===== config.mk =====
export PLATFORM = sky130hd
export DESIGN_NAME = jpeg_capture_sequencer
export DESIGN_NICKNAME = d
export VERILOG_FILES = /design/src/rtl/jpeg_ctrl_pkg.sv /design/src/rtl/jpeg_capture_sequencer_frame_edge_counter.sv /design/src/rtl/jpeg_capture_sequencer.sv
export SDC_FILE = /design/constraint.sdc
export NUM_CORES = 1
export LEC_CHECK = 0
export CAP_MARGIN = 20
export CELL_PAD_IN_SITES_DETAIL_PLACEMENT = 2
export CELL_PAD_IN_SITES_GLOBAL_PLACEMENT = 2
export CORE_ASPECT_RATIO = 0.8
export CORE_MARGIN = 3
export CORE_UTILIZATION = 29
export DETAILED_ROUTE_END_ITERATION = 10
export PLACE_DENSITY = 0.87
export SKIP_CTS_REPAIR_TIMING = 1
export SLEW_MARGIN = 30
export SYNTH_ARGS = -nofsm -noshare
export SYNTH_HDL_FRONTEND = slang
export SYNTH_HIERARCHICAL = 1
export SYNTH_SLANG_ARGS = --single-unit
export TNS_END_PERCENT = 30

===== constraint.sdc =====
create_clock -name pixel_clock_in -period 5.75 [get_ports pixel_clock_in]
set_clock_uncertainty 0.1 [all_clocks]
set_input_delay 0.575 -clock pixel_clock_in [delete_from_list [all_inputs] [get_ports pixel_clock_in]]
set_output_delay 0.575 -clock pixel_clock_in [all_outputs]
set_load 0.02 [all_outputs]

===== src/rtl/jpeg_ctrl_pkg.sv =====
// Shared types and timing constants for the JPEG capture sequencer.
package jpeg_ctrl_pkg;

  typedef enum logic [2:0] {
    ST_IDLE, ST_ARM, ST_CAPTURE, ST_FLUSH, ST_DONE, ST_ERROR
  } state_e;

  typedef enum logic [1:0] {
    ERR_NONE = 2'd0, ERR_CFG = 2'd1, ERR_TIMEOUT = 2'd2, ERR_ABORT = 2'd3
  } err_e;

  localparam int GUARD_LEN = 2;
  localparam int FLUSH_LEN = 2;

endpackage


===== src/rtl/jpeg_capture_sequencer_frame_edge_counter.sv =====
// Counts frame_valid falling edges while enabled; saturates at TIMEOUT_FRAMES.
module frame_edge_counter #(
  parameter int TIMEOUT_FRAMES = 3
) (
  input  logic clk,
  input  logic rst_n,
  input  logic frame_valid_in,
  input  logic en,
  input  logic clr,
  output logic expired
);
  localparam int CW = $clog2(TIMEOUT_FRAMES + 1);

  logic          fv_q, fv_d;
  logic [CW-1:0] cnt_q, cnt_d;
  logic          fall;

  assign fall = fv_q & ~frame_valid_in;

  always_comb begin
    fv_d  = frame_valid_in;
    cnt_d = cnt_q;
    if (clr)
      cnt_d = '0;
    else if (en && fall && cnt_q != CW'(TIMEOUT_FRAMES))
      cnt_d = cnt_q + 1'b1;
  end

  // Flag on the edge that reaches the limit so the FSM reacts without a cycle of lag.
  assign expired = (cnt_q == CW'(TIMEOUT_FRAMES)) |
                   (en & fall & (cnt_q == CW'(TIMEOUT_FRAMES - 1)));

  always_ff @(posedge clk or negedge rst_n) begin
    if (!rst_n) begin
      fv_q  <= 1'b0;
      cnt_q <= '0;
    end else begin
      fv_q  <= fv_d;
      cnt_q <= cnt_d;
    end
  end

endmodule


===== src/rtl/jpeg_capture_sequencer.sv =====
// Single-shot capture controller: validates config, starts the encoder in a
// frame gap, watches for completion/timeout/abort and reports status.
module jpeg_capture_sequencer
  import jpeg_ctrl_pkg::*;
#(
  parameter int SENSOR_X_SIZE  = 1280,
  parameter int SENSOR_Y_SIZE  = 720,
  parameter int TIMEOUT_FRAMES = 3
) (
  input  logic                             pixel_clock_in,
  input  logic                             pixel_reset_n_in,
  input  logic                             capture_req_in,
  input  logic                             abort_in,
  input  logic [3:0]                       compression_factor_in,
  input  logic [$clog2(SENSOR_X_SIZE)-1:0] x_size_in,
  input  logic [$clog2(SENSOR_Y_SIZE)-1:0] y_size_in,
  input  logic                             frame_valid_in,
  input  logic                             image_valid_in,
  input  logic [15:0]                      address_in,
  output logic                             start_capture_out,
  output logic                             encoder_reset_n_out,
  output logic [3:0]                       compression_factor_out,
  output logic [$clog2(SENSOR_X_SIZE)-1:0] x_size_out,
  output logic [$clog2(SENSOR_Y_SIZE)-1:0] y_size_out,
  output logic                             busy_out,
  output logic                             done_out,
  output logic [1:0]                       error_out,
  output logic [15:0]                      image_size_out
);
  localparam int XW = $clog2(SENSOR_X_SIZE);
  localparam int YW = $clog2(SENSOR_Y_SIZE);

  state_e          state_q, state_d;
  err_e            pend_q, pend_d, err_q, err_d;
  logic [1:0]      guard_q, guard_d, flush_q, flush_d;
  logic [3:0]      cf_q, cf_d;
  logic [XW-1:0]   x_q, x_d;
  logic [YW-1:0]   y_q, y_d;
  logic [15:0]     size_q, size_d;
  logic            busy_q, busy_d, done_q, done_d, enc_rst_n_q, enc_rst_n_d;
  logic            cfg_ok, iv_qual, expired, fec_en, fec_clr;

  frame_edge_counter #(.TIMEOUT_FRAMES(TIMEOUT_FRAMES)) u_fec (
    .clk            (pixel_clock_in),
    .rst_n          (pixel_reset_n_in),
    .frame_valid_in (frame_valid_in),
    .en             (fec_en),
    .clr            (fec_clr),
    .expired        (expired)
  );

  assign cfg_ok = (x_size_in != '0) && (x_size_in[3:0] == 4'd0) && (int'(x_size_in) <= SENSOR_X_SIZE) &&
                  (y_size_in != '0) && (y_size_in[3:0] == 4'd0) && (int'(y_size_in) <= SENSOR_Y_SIZE);
  // The encoder's image_valid level from the previous image lingers for a couple of cycles.
  assign iv_qual = (state_q == ST_CAPTURE) && (guard_q == 2'(GUARD_LEN)) && image_valid_in;

  // Next-state and datapath updates
  always_comb begin
    state_d = state_q;
    pend_d  = pend_q;
    err_d   = err_q;
    guard_d = guard_q;
    flush_d = flush_q;
    cf_d    = cf_q;
    x_d     = x_q;
    y_d     = y_q;
    size_d  = size_q;
    done_d  = done_q;
    case (state_q)
      ST_IDLE, ST_DONE, ST_ERROR: if (capture_req_in) begin
        done_d = 1'b0;
        err_d  = ERR_NONE;
        size_d = '0;
        if (cfg_ok) begin
          cf_d    = compression_factor_in;
          x_d     = x_size_in;
          y_d     = y_size_in;
          state_d = ST_ARM;
        end else begin
          err_d   = ERR_CFG;
          state_d = ST_ERROR;
        end
      end
      ST_ARM: begin
        if (abort_in) begin
          pend_d  = ERR_ABORT;
          flush_d = '0;
          state_d = ST_FLUSH;
        end else if (!frame_valid_in) begin
          guard_d = '0;
          state_d = ST_CAPTURE;
        end
      end
      ST_CAPTURE: begin
        if (guard_q != 2'(GUARD_LEN)) guard_d = guard_q + 2'd1;
        if (iv_qual) begin
          done_d  = 1'b1;
          size_d  = address_in;
          state_d = ST_DONE;
        end else if (abort_in || expired) begin
          pend_d  = abort_in ? ERR_ABORT : ERR_TIMEOUT;
          flush_d = '0;
          state_d = ST_FLUSH;
        end
      end
      ST_FLUSH: begin
        if (flush_q == 2'(FLUSH_LEN - 1)) begin
          err_d   = pend_q;
          state_d = ST_ERROR;
        end else begin
          flush_d = flush_q + 2'd1;
        end
      end
      default: state_d = ST_IDLE;
    endcase
  end

  // Outputs
  always_comb begin
    start_capture_out = (state_q == ST_ARM) & ~frame_valid_in;
    fec_clr           = start_capture_out;
    fec_en            = (state_q == ST_CAPTURE);
    busy_d            = (state_d == ST_ARM) || (state_d == ST_CAPTURE) || (state_d == ST_FLUSH);
    enc_rst_n_d       = (state_d != ST_FLUSH);
  end

  always_ff @(posedge pixel_clock_in or negedge pixel_reset_n_in) begin
    if (!pixel_reset_n_in) begin
      state_q     <= ST_IDLE;
      pend_q      <= ERR_NONE;
      err_q       <= ERR_NONE;
      guard_q     <= '0;
      flush_q     <= '0;
      cf_q        <= '0;
      x_q         <= XW'(SENSOR_X_SIZE);
      y_q         <= YW'(SENSOR_Y_SIZE);
      size_q      <= '0;
      busy_q      <= 1'b0;
      done_q      <= 1'b0;
      enc_rst_n_q <= 1'b1;
    end else begin
      state_q     <= state_d;
      pend_q      <= pend_d;
      err_q       <= err_d;
      guard_q     <= guard_d;
      flush_q     <= flush_d;
      cf_q        <= cf_d;
      x_q         <= x_d;
      y_q         <= y_d;
      size_q      <= size_d;
      busy_q      <= busy_d;
      done_q      <= done_d;
      enc_rst_n_q <= enc_rst_n_d;
    end
  end

  assign encoder_reset_n_out    = enc_rst_n_q;
  assign compression_factor_out = cf_q;
  assign x_size_out             = x_q;
  assign y_size_out             = y_q;
  assign busy_out               = busy_q;
  assign done_out               = done_q;
  assign error_out              = err_q;
  assign image_size_out         = size_q;

endmodule

# Yosys cells after proc, flatten, opt, wreduce, memory -nomap -nowiden
# Cells that the tools add are included.
word_totals:
  ff_bits: 58
  latchBits: 0
  ramBits: 0
  mem_bits_ro: 0
  in_bits: 47
  out_inout_bits: 47
  word_cells: 113
  memories: 0
classes:
  n_addsub: 3
  n_mul: 0
  div_mod_pow: 0
  order_cmp: 2
  n_eq_ne: 25
  n_shift: 0
  mux: 34
  n_bitwise: 6
  n_reduce_logical: 29
ops:
  columns: ["op", "count"]
  rows:
  - ["two-way mux 16 bit", 2]
  - ["one-hot mux 16 bit (2 select lines)", 1]
  - ["two-way mux 2 bit", 14]
  - ["!= test 2 bit (second input constant)", 12]
  - ["two-way mux 3 bit", 7]
  - ["equality test 3 x 2 -> 1 bit (second input constant)", 4]
  - ["one-hot mux 2 bit (2 select lines)", 3]
  - ["one-hot mux 3 bit (4 select lines)", 1]
  - ["less-or-equal comparator 11 bit (second input constant)", 1]
  - ["nonzero test 11 bit", 1]
  - ["less-or-equal comparator 10 bit (second input constant)", 1]
  - ["nonzero test 10 bit", 1]
  - ["logical AND 1 bit", 9]
  - ["AND reduction 3 bit", 3]
  - ["zero test 4 bit", 2]
  - ["AND reduction 4 bit", 2]
  - ["nonzero test 2 bit", 4]
  - ["adder 2 x 1 -> 2 bit (second input constant)", 3]
  - ["equality test 2 bit (second input constant)", 3]
  - ["equality test 3 x 1 -> 1 bit (second input constant)", 2]
  - ["equality test 3 bit (second input constant)", 2]
  - ["one-hot mux 2 bit (3 select lines)", 1]
  - ["AND reduction 5 bit", 1]
  - ["AND 1 bit", 4]
  - ["10 further kinds", 15]

# Longest topological paths before layout
depth:
  depth_word: 12
  depth_mapped: 7
  depth_no_buf: 6

# Modules after synthesis
# The synthesis kept the hierarchy.
by_module_without_submodules:
  columns: ["module", "instances", "cells_each", "area_each_um2", "seq_area_each_um2"]
  rows:
  - ["jpeg_capture_sequencer", 1, 211, 2376.0, 1385.1]
  - ["frame_edge_counter", 1, 15, 173.9, 75.1]

# Least setup slack after synthesis
# No wires, ideal clock.
synth_path:
  kind: "input to register"
  start: "in x_size_in[5]"
  end: "reg cf_q[0] (netlist: compression_factor_out[0])"
  setup_ps: 128
  arrival_ps: 1904
  t_required_ps: 5522
  setup_slack_ps: 3619
  stages: 5
  n_path_buf: 1
  cell_sequence: "nor4_1 -> mux2i_1 -> nand4_2 -> buf_4 -> mux2_1"
synth_via:
  elab_chain_cells: 7
  elab_cells_between_ends: 8
  cone_classes: "order compare (1); reduce/logical (7)"
synth_lines:
  columns: ["item", "line", "text"]
  rows:
  - ["start: declaration", "jpeg_capture_sequencer.sv:15", "input logic [$clog2(SENSOR_X_SIZE)-1:0] x_size_in,"]
  - ["branches (longest 2 deep; another with less-or-equal comparator 11 bit)", null, null]
  - ["logical AND 1 bit (*) (2 in series)", "jpeg_capture_sequencer.sv:52", "assign cfg_ok = (x_size_in != '0) && (x_size_in[3:0] == 4'd0) && (int'(x_size_in) <= SENSOR_X_SIZE) &&"]
  - ["logical AND 1 bit (*) (2 in series)", "jpeg_capture_sequencer.sv:53", "(y_size_in != '0) && (y_size_in[3:0] == 4'd0) && (int'(y_size_in) <= SENSOR_Y_SIZE);"]
  - ["AND reduction 3 bit (no line) (*)", null, null]
  - ["end signal: assignment", "jpeg_capture_sequencer.sv:134", "cf_q <= '0;"]
  - ["end signal: assignment", "jpeg_capture_sequencer.sv:147", "cf_q <= cf_d;"]
  - ["end: declaration", "jpeg_capture_sequencer.sv:36", "logic [3:0] cf_q, cf_d;"]
# Mark *: on every way between the ends.
# A chain may end at the register's enable or synchronous reset.

# Worst setup path after layout
layout_path:
  start: "in frame_valid_in"
  end: "out start_capture_out"
layout_via:
  elab_chain_cells: 2
layout_lines:
  columns: ["item", "line", "text"]
  rows:
  - ["start: declaration", "jpeg_capture_sequencer.sv:17", "input logic frame_valid_in,"]
  - ["inverter 1 bit", "jpeg_capture_sequencer.sv:120", "start_capture_out = (state_q == ST_ARM) & ~frame_valid_in;"]
  - ["AND 1 bit", "jpeg_capture_sequencer.sv:120", null]
  - ["end: declaration", "jpeg_capture_sequencer.sv:20", "output logic start_capture_out,"]
# Every way passes these cells.

==> results.json <==
{
  "post_route_total_power_w": 0.00138,
  "synth_edf_count": 0,
  "number_of_standard_cells_after_synthesis": 226,
  "cp_max_fo": 5,
  "dp.final_hpwl_um": 5710,
  "critical_path.cell_chain": "clkdlybuf4s50_1, or4b_4, inv_1, clkdlybuf4s50_1",
  "ctsRootBufferMaster": "sky130_fd_sc_hd__clkbuf_8",
  "netlist-cell-type-count": 45,
  "drv_cap": 0,
  "timing.hold.ws_ns": 0.285,
  "drt_iter0_markers": 67,
  "power_density_mw_per_mm2": 366,
  "floorplan.initialDensity_pct": 31.0,
  "final_max_slew_viol_count": 0,
  "grt_antenna_before_repair": 0,
  "die_x_um": 111,
  "wl_um": 7660,
  "synth.avg_cell_area_um2": 11.3,
  "drt_first_pass_iters": 3,
  "fin_nets": 373,
  "area_leader_netlist": "sky130_fd_sc_hd__dfrtp_1",
  "p_leak_nw": 1.70,
  "floorplan.die.height_um": 89.9,
  "mappedNetlistArea_mm2": 0.00255,
  "core_region_area_mm2": 0.00824,
  "crit_type": "in2out",
  "hold_class": "in2async",
  "tritoncts": "built",
  "timing.critical_path.from_type": "input pin",
  "grt_first_pass_wirelength_um": 12900,
  "finalWorstPathRequiredPeriod_ns": 3.08,
  "fillerInstances": 855,
  "critical_path_required_ns": 5.08,
  "finalHoldViolCount": 0,
  "gp_routability_congestion": 0.721,
  "cp_slowest_cell": "sky130_fd_sc_hd__clkdlybuf4s50_1",
  "via_count_of_the_first_global_routing_pass": 2435,
  "count_of_buffers_from_port_buffering": 93,
  "via_count": 2053,
  "pin_count": 94,
  "multi_input_comb_area_mm2": 0.00100,
  "fmax_mhz": 324,
  "h_tree_lvls": 3,
  "floorplan.die_area_mm2": 0.00996,
  "synth.top_cells.by_count": "sky130_fd_sc_hd__dfrtp_1, sky130_fd_sc_hd__nand2_1, sky130_fd_sc_hd__o21ai_0",
  "max_slew.worst_pin.slew_ns": 0.752,
  "grt_start_max_net_pins": 59,
  "yosys-top-cells-area": "sky130_fd_sc_hd__dfrtp_1, sky130_fd_sc_hd__dfstp_2, sky130_fd_sc_hd__nand2_1, sky130_fd_sc_hd__mux2_1, sky130_fd_sc_hd__o21ai_0",
  "rows": 29,
  "syn-num-nets": 277,
  "post_drt_via_cell_ratio": 4.72,
  "synth_warnings": 6,
  "fin_crit_sh_pct": 53.6,
  "synth_top_area_share_pct": 50.0,
  "synth_flop_cell": "sky130_fd_sc_hd__dfrtp_1",
  "regToRegSetupSlack_ns": 3.36,
  "endpoint_kind": "output port",
  "numCtsBuffers": 9,
  "wl_per_cell_um": 17.6,
  "clock_latency_ns": 0.33,
  "synth_most_common_cell": "sky130_fd_sc_hd__dfrtp_1",
  "grt.total_usage_pct": 16.1,
  "flop_and_latch_count_out_of_synthesis": 58,
  "final_layout_size_suffix_gt1_share_pct": 12.8,
  "clock_pin_slew_reported_for_the_worst_setup_and_hold_paths_after_clock_tree_synthesis_ns": 0.07,
  "run_status": "finished clean",
  "flow.area_growth_from_synthesis_pct": 47.4,
  "detail-route-antenna-nets": 0,
  "synth_seq_area_share_pct": 57.3,
  "rsz0062_at_grt": "false",
  "final-seq-area_mm2": 0.00146,
  "cts.sink_count": 58,
  "report.final.setup_viol": 0,
  "vdd_drop_max_mv": 0.123,
  "final.setup.tns_ns": 0,
  "grt_remaining_overflow": 0,
  "slowest_delay_ns": 0.63,
  "worstPathArrival_ns": 2.41,
  "drc_errors": 0,
  "antenna_cell_count": 0,
  "async_reset_ff_share_pct": 100,
  "path_common_cell": "sky130_fd_sc_hd__clkdlybuf4s50_1",
  "slew_headroom_pct": 49.9,
  "cts.path.max_buffers": 2
}
==> worst max-delay path: cells and delay by family <==
kind / cells / cell delay [ns]
buffers and inverters: 3 / 1.29
AND/OR/NAND/NOR: 1 / 0.55
==> metal layers <==
| layer | GRT usage [%] | routed length [um] |
|---|---|---|
| met1 | 19.0 | 3300 |
| met2 | 28.2 | 3880 |
| met3 | 5.97 | 399 |
| met4 | 3.28 | 70 |
| met5 | 0 | 0 |
==> sequential cells by signal, summed over array words and instances, names as in the netlist <==
register	flops
busy_out	1
compression_factor_out	4
done_out	1
encoder_reset_n_out	1
error_out	2
flush_q	2
guard_q	2
image_size_out	16
pend_q	2
state_q	3
u_fec/cnt_q	2
u_fec/fv_q	1
x_size_out	11
y_size_out	10
==> final timing paths <==
check | from | cells after the start | end
max reg2reg | state_q[1] | 5 | flush_q[1]
min reg2reg | pend_q[1] | 2 | pend_q[1]
min in group pixel_clock_in | pend_q[1] | 2 | pend_q[1]
min | pixel_reset_n_in | 2 | image_size_out[9]
max | frame_valid_in | 4 | start_capture_out
max in group asynchronous | pixel_reset_n_in | 2 | y_size_out[8]
==> per-stage QoR <==
step	setup WS (ns)	area, um^2	utilization, %	instances
final	2.67	3760	45.6	435
after global placement	2.65	3560	43.2	419
after detailed placement	2.55	3560	43.3	419
after global routing	2.58	3760	45.6	435
after CTS	2.65	3760	45.6	435
after floorplan	3.62	2550	-	226
==> placed cells by master (no fill, tap or decap), types with 2 or more instances in the layout <==
cell,instances
sky130_fd_sc_hd__nor3_1,3
sky130_fd_sc_hd__inv_1,9
sky130_fd_sc_hd__a21oi_1,2
sky130_fd_sc_hd__clkdlybuf4s50_1,92
sky130_fd_sc_hd__nand2b_1,3
sky130_fd_sc_hd__nor2_1,6
sky130_fd_sc_hd__mux2_2,6
sky130_fd_sc_hd__dfstp_2,7
sky130_fd_sc_hd__mux2_4,2
sky130_fd_sc_hd__o21ai_0,21
sky130_fd_sc_hd__dfrtp_1,51
sky130_fd_sc_hd__nor2b_1,3
sky130_fd_sc_hd__mux2_1,13
sky130_fd_sc_hd__and3_1,3
sky130_fd_sc_hd__nor4_1,4
sky130_fd_sc_hd__clkinv_2,2
sky130_fd_sc_hd__clkbuf_8,10
sky130_fd_sc_hd__ha_1,4
sky130_fd_sc_hd__clkinvlp_4,2
sky130_fd_sc_hd__nand2_1,45
sky130_fd_sc_hd__mux2i_1,3
sky130_fd_sc_hd__and2_1,9
==> cell type report <==
class                           count  share of cell area [%]
Sequential cell                    58                    38.8
Timing Repair Buffer               94                    24.8
Inverter                            9                   0.899
Multi-Input combinational cell    150                    26.6
Tap cell                          108                    3.59
Clock inverter                      5                    1.46
Clock buffer                       11                    3.76
==> where the power goes <==
group	total (W)	switching, W	internal, W
Clock	0.000375	0.000165	0.000210
Combinational	0.000452	0.000233	0.000219
Sequential	0.000550	0.0000617	0.000488
Total	0.00138	0.000459	0.000918
==> kinds of logic (layout without fill, tap and decap cells) <==
group / count (synthesis) / in the layout / synth area share, %
flip-flops: 58 / 58 / 57.3
AO/OA/AOI/OAI: 36 / 36 / 9.42
buffers and inverters: 18 / 119 / 3.53
AND/OR/NAND/NOR: 86 / 86 / 17.1
adder cells (fa/ha/maj): 4 / 4 / 1.96
multiplexers: 24 / 24 / 10.7
Note: power is estimated with default switching activity, not from simulation.
